### config.mk
export PLATFORM = sky130hd
export DESIGN_NAME = ex_mem_pipe
export DESIGN_NICKNAME = d
export VERILOG_FILES = /design/src/rtl/ex_mem_pipe.sv
export SDC_FILE = /design/constraint.sdc
export NUM_CORES = 1
export LEC_CHECK = 0
export BUFFER_PORTS_ARGS = -buffer_cell sky130_fd_sc_hd__buf_4
export CAP_MARGIN = 0
export CORE_ASPECT_RATIO = 1.75
export CORE_UTILIZATION = 43
export CTS_CLUSTER_SIZE = 25
export DETAILED_ROUTE_END_ITERATION = 7
export GPL_TIMING_DRIVEN = 1
export PLACE_DENSITY = 0.86
export RECOVER_POWER = 100
export SYNTH_ARGS = -nofsm -noshare
export SYNTH_HDL_FRONTEND = slang
export SYNTH_SLANG_ARGS = --single-unit
### constraint.sdc
create_clock -name clk -period 1.9 [get_ports clk]
set_input_delay 0.38 -clock clk [delete_from_list [all_inputs] [get_ports clk]]
set_output_delay 0.38 -clock clk [all_outputs]
set_load 0.02 [all_outputs]
### src/rtl/ex_mem_pipe.sv
// ex_mem_pipe
//   EX/MEM pipeline boundary register of the 5-stage CPU. It latches the EX
//   results and control fields for the MEM stage. It also holds the
//   architectural condition-flag register (zr/neg/ov) that the MEM-stage
//   branch resolver reads.
//
//   Supported operations:
//     - stall: hold the stage contents.
//     - flush: insert a bubble when a branch is taken.
//     - WB->MEM store-data forwarding, both on load and while the stage
//       is held by a stall.
//
// Ports
//   clk          rising-edge clock for every state update
//   rst          synchronous active-high reset
//   stall        hold all stage contents
//   flush        load a bubble instead of the EX instruction
//   ex_valid     EX holds a real instruction
//   M_in         [0]=MemRead [1]=MemWrite [2]=branch
//   WB_in        writeback control (passed through)
//   dst_in       destination register
//   st_src_in    store-data source register
//   ALU_in       ALU result / memory address
//   wdata_in     store data as read in EX
//   PCbranch_in  branch target
//   bcond_in     branch condition code
//   flags_in     ALU flags [0]=zr [1]=neg [2]=ov
//   flag_we      per-flag write enables (same bit order)
//   wb_we/wb_dst/wb_data  WB-stage register write port
//   valid, M, WB, dst, bcond, ALU, addr, wdata, PCbranch  registered outputs
//   flags        flag register contents
module ex_mem_pipe #(
  parameter int DW = 16,
  parameter int RW = 4
) (
  input  logic          clk,
  input  logic          rst,
  input  logic          stall,
  input  logic          flush,
  input  logic          ex_valid,
  input  logic [2:0]    M_in,
  input  logic [1:0]    WB_in,
  input  logic [RW-1:0] dst_in,
  input  logic [RW-1:0] st_src_in,
  input  logic [DW-1:0] ALU_in,
  input  logic [DW-1:0] wdata_in,
  input  logic [DW-1:0] PCbranch_in,
  input  logic [2:0]    bcond_in,
  input  logic [2:0]    flags_in,
  input  logic [2:0]    flag_we,
  input  logic          wb_we,
  input  logic [RW-1:0] wb_dst,
  input  logic [DW-1:0] wb_data,
  output logic          valid,
  output logic [2:0]    M,
  output logic [1:0]    WB,
  output logic [RW-1:0] dst,
  output logic [2:0]    bcond,
  output logic [DW-1:0] ALU,
  output logic [DW-1:0] addr,
  output logic [DW-1:0] wdata,
  output logic [DW-1:0] PCbranch,
  output logic [2:0]    flags
);

  logic          valid_reg;
  logic [2:0]    m_reg;
  logic [1:0]    wb_reg;
  logic [RW-1:0] dst_reg;
  logic [RW-1:0] st_src_reg;
  logic [2:0]    bcond_reg;
  logic [DW-1:0] alu_reg;
  logic [DW-1:0] wdata_reg;
  logic [DW-1:0] pcbranch_reg;
  logic [2:0]    flags_reg;
  logic [2:0]    flags_next;

  logic load_en;
  logic fwd_load;
  logic fwd_hold;

  // A load edge captures the EX instruction. flush wins over stall.
  assign load_en = !flush && !stall;

  // Forward WB write data into an incoming store. R0 is never forwarded
  // because it is hardwired to zero.
  assign fwd_load = M_in[1] && wb_we && (wb_dst == st_src_in) &&
                    (wb_dst != '0);

  // A store held by a stall keeps picking up WB results for its source
  // register, so its data is current when the stall releases.
  assign fwd_hold = m_reg[1] && wb_we && (wb_dst == st_src_reg) &&
                    (wb_dst != '0);

  // Each flag bit is written independently, and only by a real instruction
  // on a load edge. Branches carry flag_we=0 and leave the flags intact.
  genvar gi;
  generate
    for (gi = 0; gi < 3; gi++) begin : g_flag
      assign flags_next[gi] = (load_en && ex_valid && flag_we[gi]) ?
                              flags_in[gi] : flags_reg[gi];
    end
  endgenerate

  always_ff @(posedge clk) begin
    if (rst) begin
      valid_reg    <= 1'b0;
      m_reg        <= '0;
      wb_reg       <= '0;
      dst_reg      <= '0;
      st_src_reg   <= '0;
      bcond_reg    <= '0;
      alu_reg      <= '0;
      wdata_reg    <= '0;
      pcbranch_reg <= '0;
      flags_reg    <= '0;
    end else if (flush) begin
      // Bubble: the data fields are zeroed and the flags hold.
      valid_reg    <= 1'b0;
      m_reg        <= '0;
      wb_reg       <= '0;
      dst_reg      <= '0;
      st_src_reg   <= '0;
      bcond_reg    <= '0;
      alu_reg      <= '0;
      wdata_reg    <= '0;
      pcbranch_reg <= '0;
    end else if (stall) begin
      if (fwd_hold) begin
        wdata_reg <= wb_data;
      end
    end else begin
      valid_reg    <= ex_valid;
      // Control for a non-instruction must not cause side effects downstream.
      m_reg        <= ex_valid ? M_in : 3'b000;
      wb_reg       <= ex_valid ? WB_in : 2'b00;
      dst_reg      <= dst_in;
      st_src_reg   <= st_src_in;
      bcond_reg    <= bcond_in;
      alu_reg      <= ALU_in;
      wdata_reg    <= fwd_load ? wb_data : wdata_in;
      pcbranch_reg <= PCbranch_in;
      flags_reg    <= flags_next;
    end
  end

  assign valid    = valid_reg;
  assign M        = m_reg;
  assign WB       = wb_reg;
  assign dst      = dst_reg;
  assign bcond    = bcond_reg;
  assign ALU      = alu_reg;
  assign addr     = alu_reg;
  assign wdata    = wdata_reg;
  assign PCbranch = pcbranch_reg;
  assign flags    = flags_reg;

endmodule

==> impl.org <==
** Timing
- For the pin with the worst max-slew slack, the measured transition is 0.827 ns.
- Final setup vio count :: 0
- The number of hold-slack violations in the final timing report came to 0.
- The worst path needs roughly 1.8 ns of the cycle, external delays included.
- Dividing the final minimum period by the clock period gives ~94%.
- Worst-case headroom to the max-slew limit :: between 40 and 50%
- Setup repair after global routing left no endpoint under its margin.
- Final hold slack :: between 0.2 and 0.3 ns
- For this run, the top clock speed supported by timing is between 500 and 600 MHz.
- On the final layout, the worst clock skew is 0.00697 ns.
- The final max-slew violation count is 0.

** Cells and area
- Fraction of layout cells with a size suffix above 1 :: between 20% and 30%
- Counting the fill cells in the layout gives 648.
- The library cell used most frequently in the layout, excluding fill and tap cells, is sky130_fd_sc_hd__buf_4.
- Number of nets in the layout :: ~550
- Final antenna diode count :: 0
- Highest-count cells in the layout ignoring fill and taps :: 99 x sky130_fd_sc_hd__buf_4, 83 x sky130_fd_sc_hd__clkbuf_1, 68 x sky130_fd_sc_hd__dfxtp_1, 65 x sky130_fd_sc_hd__nor2_1, 57 x sky130_fd_sc_hd__mux2i_1
- Area grow syn2layout :: 45.9%
- Final non-filler cell area :: 4170 µm²

** Worst hold path
- Hold Startpoint :: bcond_in[1]
- Class of the tightest hold or removal check :: input pin to flip-flop
- For hold timing, the worst endpoint is bcond[1]$_SDFFE_PP0N_.
- Cell depth of the worst hold path :: 3

** Yosys
- Ranking of synthesized cells by area :: sky130_fd_sc_hd__dfxtp_1 48%, sky130_fd_sc_hd__mux2i_1 20%, sky130_fd_sc_hd__nor2_1 8.5%, sky130_fd_sc_hd__buf_4 4.7%, sky130_fd_sc_hd__a211oi_2 2.6%
- Fraction of the yosys area taken by sequential cells :: 47.7%
- Share of cell area taken by muxes after synthesis :: roughly 20%
- Number of nets in the synthesized netlist :: 386
- The Yosys step of the flow raised 0 warnings.
- In this run, synthesis produced a sequential element count of 68.
- Compound-cell area share of the yosys netlist :: a little under a tenth
- Of the post-synthesis cell area, the dominant cell type holds between 40% and 50%.
- The netlist uses 28 different library cells.
- Summed over all instances, the cell type with the most area after synthesis is sky130_fd_sc_hd__dfxtp_1.
- After synthesis, the largest family of logic cells by area is multiplexers.
- Netlist area before placement :: between 2000 and 3000 µm²
- Each instance of the synthesized netlist takes up on average ~10 µm².
- The synthesized netlist devotes between 10 and 15% of its cell area to simple gates.
- Of the total synthesized cell area, the portion taken by full adders, half adders and majority gates is 0%.
- After technology mapping, the gate count stands at 290.
- XOR/XNOR share of the synthesized area :: around 1.8%

** Placement
- Once placement finished, the instance area stood at 4190 µm².
- The congestion estimate from routability-driven global placement came to a little under 0.8.
- After legalization and detailed placement, the total HPWL measured a little under 6000 µm.
- Number of input and output port buffers inserted :: 175

** Setup path
- The startpoint identified for the worst register-to-register timing path is st_src_reg[0]$_SDFFE_PP0N_.
- For the worst setup path, the data required time is between 2 and 2.5 ns.
- The worst setup path is of the flip-flop to flip-flop kind.
- Grouping stages by cell kind, the critical path spends the most delay in simple AND/OR/NAND/NOR gates.
- Along the worst path, the maximum fanout reaches 3.
- The worst setup path is captured at a flip-flop.
- Reg-to-reg slack, setup :: 0.11 ns
- The endpoint identified for the worst register-to-register timing path is wdata[9]$_SDFFE_PP0P_.
- The largest individual stage delay along the critical path comes from the cell sky130_fd_sc_hd__or4_4.
- The cell that appears most often on the critical path is sky130_fd_sc_hd__a31oi_1.
- Data arrival time of the worst path :: just under 2 ns
- Worst Setup Start Kind :: flip-flop
- Critical path cell sequence :: xor2_1 > or4_4 > or2_2 > a31oi_1 > a31oi_1
- Reg2reg path depth :: 5
- Together, buffers and inverters on the worst path number 0.
- On the worst path, the slowest cell contributes a delay of roughly 0.56 ns.

** Floorplanning
- Horizontal extent of the die :: 63.6 µm
- Die area :: approximately 7000 µm²
- For this design the top-level I/O count stands at roughly 180.
- The region available for standard cell placement spans 6490 µm².
- The die is 110 µm tall.
- The initial utilization of the core area, before any placement, comes to between 40 and 50%.
- Number of core rows :: 39

** Clock tree
- CTS max path bufs :: 2
- The clock reaches the later pin of the worst-skew pair after about 0.32 ns.
- Number of levels the H-tree was split into :: 3
- Number of gates given a new drive strength after cts :: 0
- Counting the buffers created by CTS gives 9.
- Number of clock sinks :: 68
- Buffer type at the clock tree root :: sky130_fd_sc_hd__clkbuf_16
- Clk pin slew, worst setup/hold paths :: 0.06 ns
- Count of buffers added by post-CTS timing repair for setup :: 0
- After clock tree synthesis, the flow added hold-fix buffers numbering 0.
- TritonCTS built the clock tree.

** Global route
- Largest net degree at the start of global routing :: 29
- Number of global-route vias before repair :: ~2700
- Overall global routing resource usage :: 21.3%
- The first global-routing pass estimated roughly 12000 µm of wire.
- After global routing the overflow that remains totals 0.
- Antenna violations before repair :: 0

** Pwr
- Power density over cell area :: roughly 880 nW/µm²
- Worst-case vdd ir drop :: approximately 630 µV
- Pleak :: about 1.9 nW
- Total power consumption of the routed design :: 0.00366 W

** Detailed routing
- Number of optimization iterations in the first detailed-route pass :: 4
- Total vias in the final route :: 2593
- Wires add up to 7480 µm.
- Vias per Instance :: 4.78
- Routed length per instance :: 13.8 µm
- Number of antenna-violating nets in the routed design :: 0
- For this block, the initial DRC count from the detailed router was 79.
- DRC viols :: 0

** Job
- Number of max-cap violations :: 0

** Run status
- The run finished with clean final reports.
through the flow:
step / utilization, % / worst slack (ns) / instances / setup TNS (ns)
detailed placement: 64.5 / -0.0413 / 526 / -0.219
global route: 64.2 / 0.0147 / 542 / 0
finish: 64.2 / 0.113 / 542 / 0
floorplan: - / 0.112 / 290 / 0
global placement: 64.5 / -0.0216 / 526 / -0.0400
CTS: 69.2 / 0.114 / 542 / 0
worst max-delay path by stage:
stage / to / from / depth (start not counted) / slack (ns)
2_1_floorplan: wdata[3]$_SDFFE_PP0P_ / wb_dst[0] / 6 / 0.11
3_3_place_gp: wdata[15]$_SDFFE_PP0P_ / wb_dst[0] / 6 / -0.02
3_5_place_dp: wdata[9]$_SDFFE_PP0P_ / wb_dst[0] / 6 / -0.04
4_1_cts: wdata[11]$_SDFFE_PP0P_ / st_src_reg[0]$_SDFFE_PP0N_ / 6 / 0.11
5_1_grt: wdata[14]$_SDFFE_PP0P_ / st_src_reg[0]$_SDFFE_PP0N_ / 6 / 0.01
6_report: wdata[9]$_SDFFE_PP0P_ / st_src_reg[0]$_SDFFE_PP0N_ / 5 / 0.11
layout make-up:
cell class / count / area, µm² / area share (%)
clock inverters: 6 / 63.8 / 1.53
flip-flops and latches: 68 / 1360 / 32.7
well taps: 82 / 103 / 2.46
clock buffers: 10 / 239 / 5.73
multi-input cells: 189 / 1290 / 31.0
repair buffers: 187 / 1110 / 26.6
cell usage after synthesis:
cell / instances
sky130_fd_sc_hd__dfxtp_1: 68
sky130_fd_sc_hd__nor2_1: 65
sky130_fd_sc_hd__mux2i_1: 57
sky130_fd_sc_hd__buf_4: 18
sky130_fd_sc_hd__nand2_1: 10
sky130_fd_sc_hd__a211oi_1: 8
sky130_fd_sc_hd__clkbuf_1: 7
sky130_fd_sc_hd__a211oi_2: 6
sky130_fd_sc_hd__xor2_1: 6
sky130_fd_sc_hd__a21oi_1: 5
sky130_fd_sc_hd__a22oi_1: 5
sky130_fd_sc_hd__a31oi_1: 4
sky130_fd_sc_hd__buf_1: 4
sky130_fd_sc_hd__nor3_1: 4
sky130_fd_sc_hd__buf_2: 3
sky130_fd_sc_hd__nand3_1: 3
sky130_fd_sc_hd__nor2b_1: 3
sky130_fd_sc_hd__nand3b_1: 2
sky130_fd_sc_hd__or2_2: 2
sky130_fd_sc_hd__or3b_2: 2
sky130_fd_sc_hd__a31oi_2: 1
sky130_fd_sc_hd__and2_1: 1
sky130_fd_sc_hd__and3_1: 1
sky130_fd_sc_hd__buf_6: 1
sky130_fd_sc_hd__o21ai_4: 1
sky130_fd_sc_hd__o21bai_1: 1
sky130_fd_sc_hd__or3_1: 1
sky130_fd_sc_hd__or4_4: 1
worst register-to-register path, stage by stage, from the launching register on:
cell,delay [ns]
sky130_fd_sc_hd__dfxtp_1,0.32
sky130_fd_sc_hd__xor2_1,0.16
sky130_fd_sc_hd__or4_4,0.56
sky130_fd_sc_hd__or2_2,0.33
sky130_fd_sc_hd__a31oi_1,0.18
sky130_fd_sc_hd__a31oi_1,0.10
metal layers:
layer,GRT usage (%),part of all wire [%]
met1,21.6,37
met5,0,0
met4,10.4,2.3
met2,40.0,54
met3,5.39,6.3
kinds of logic (layout without fill, tap and decap cells):
kind of cell / count (synthesis) / in the layout
simple gates: 95 / 95
buf+inv: 33 / 203
compound gates: 31 / 31
xor+xnor: 6 / 6
flops: 68 / 68
mux: 57 / 57
power breakdown:
group | internal [W] | total, W | switching [W] | leakage, nW
Clock | 0.00105 | 0.00164 | 0.000589 | 0.144
Combinational | 0.000253 | 0.000514 | 0.000261 | 1.16
Sequential | 0.00148 | 0.00150 | 0.0000287 | 0.554
(Power assumes the default switching activity.)
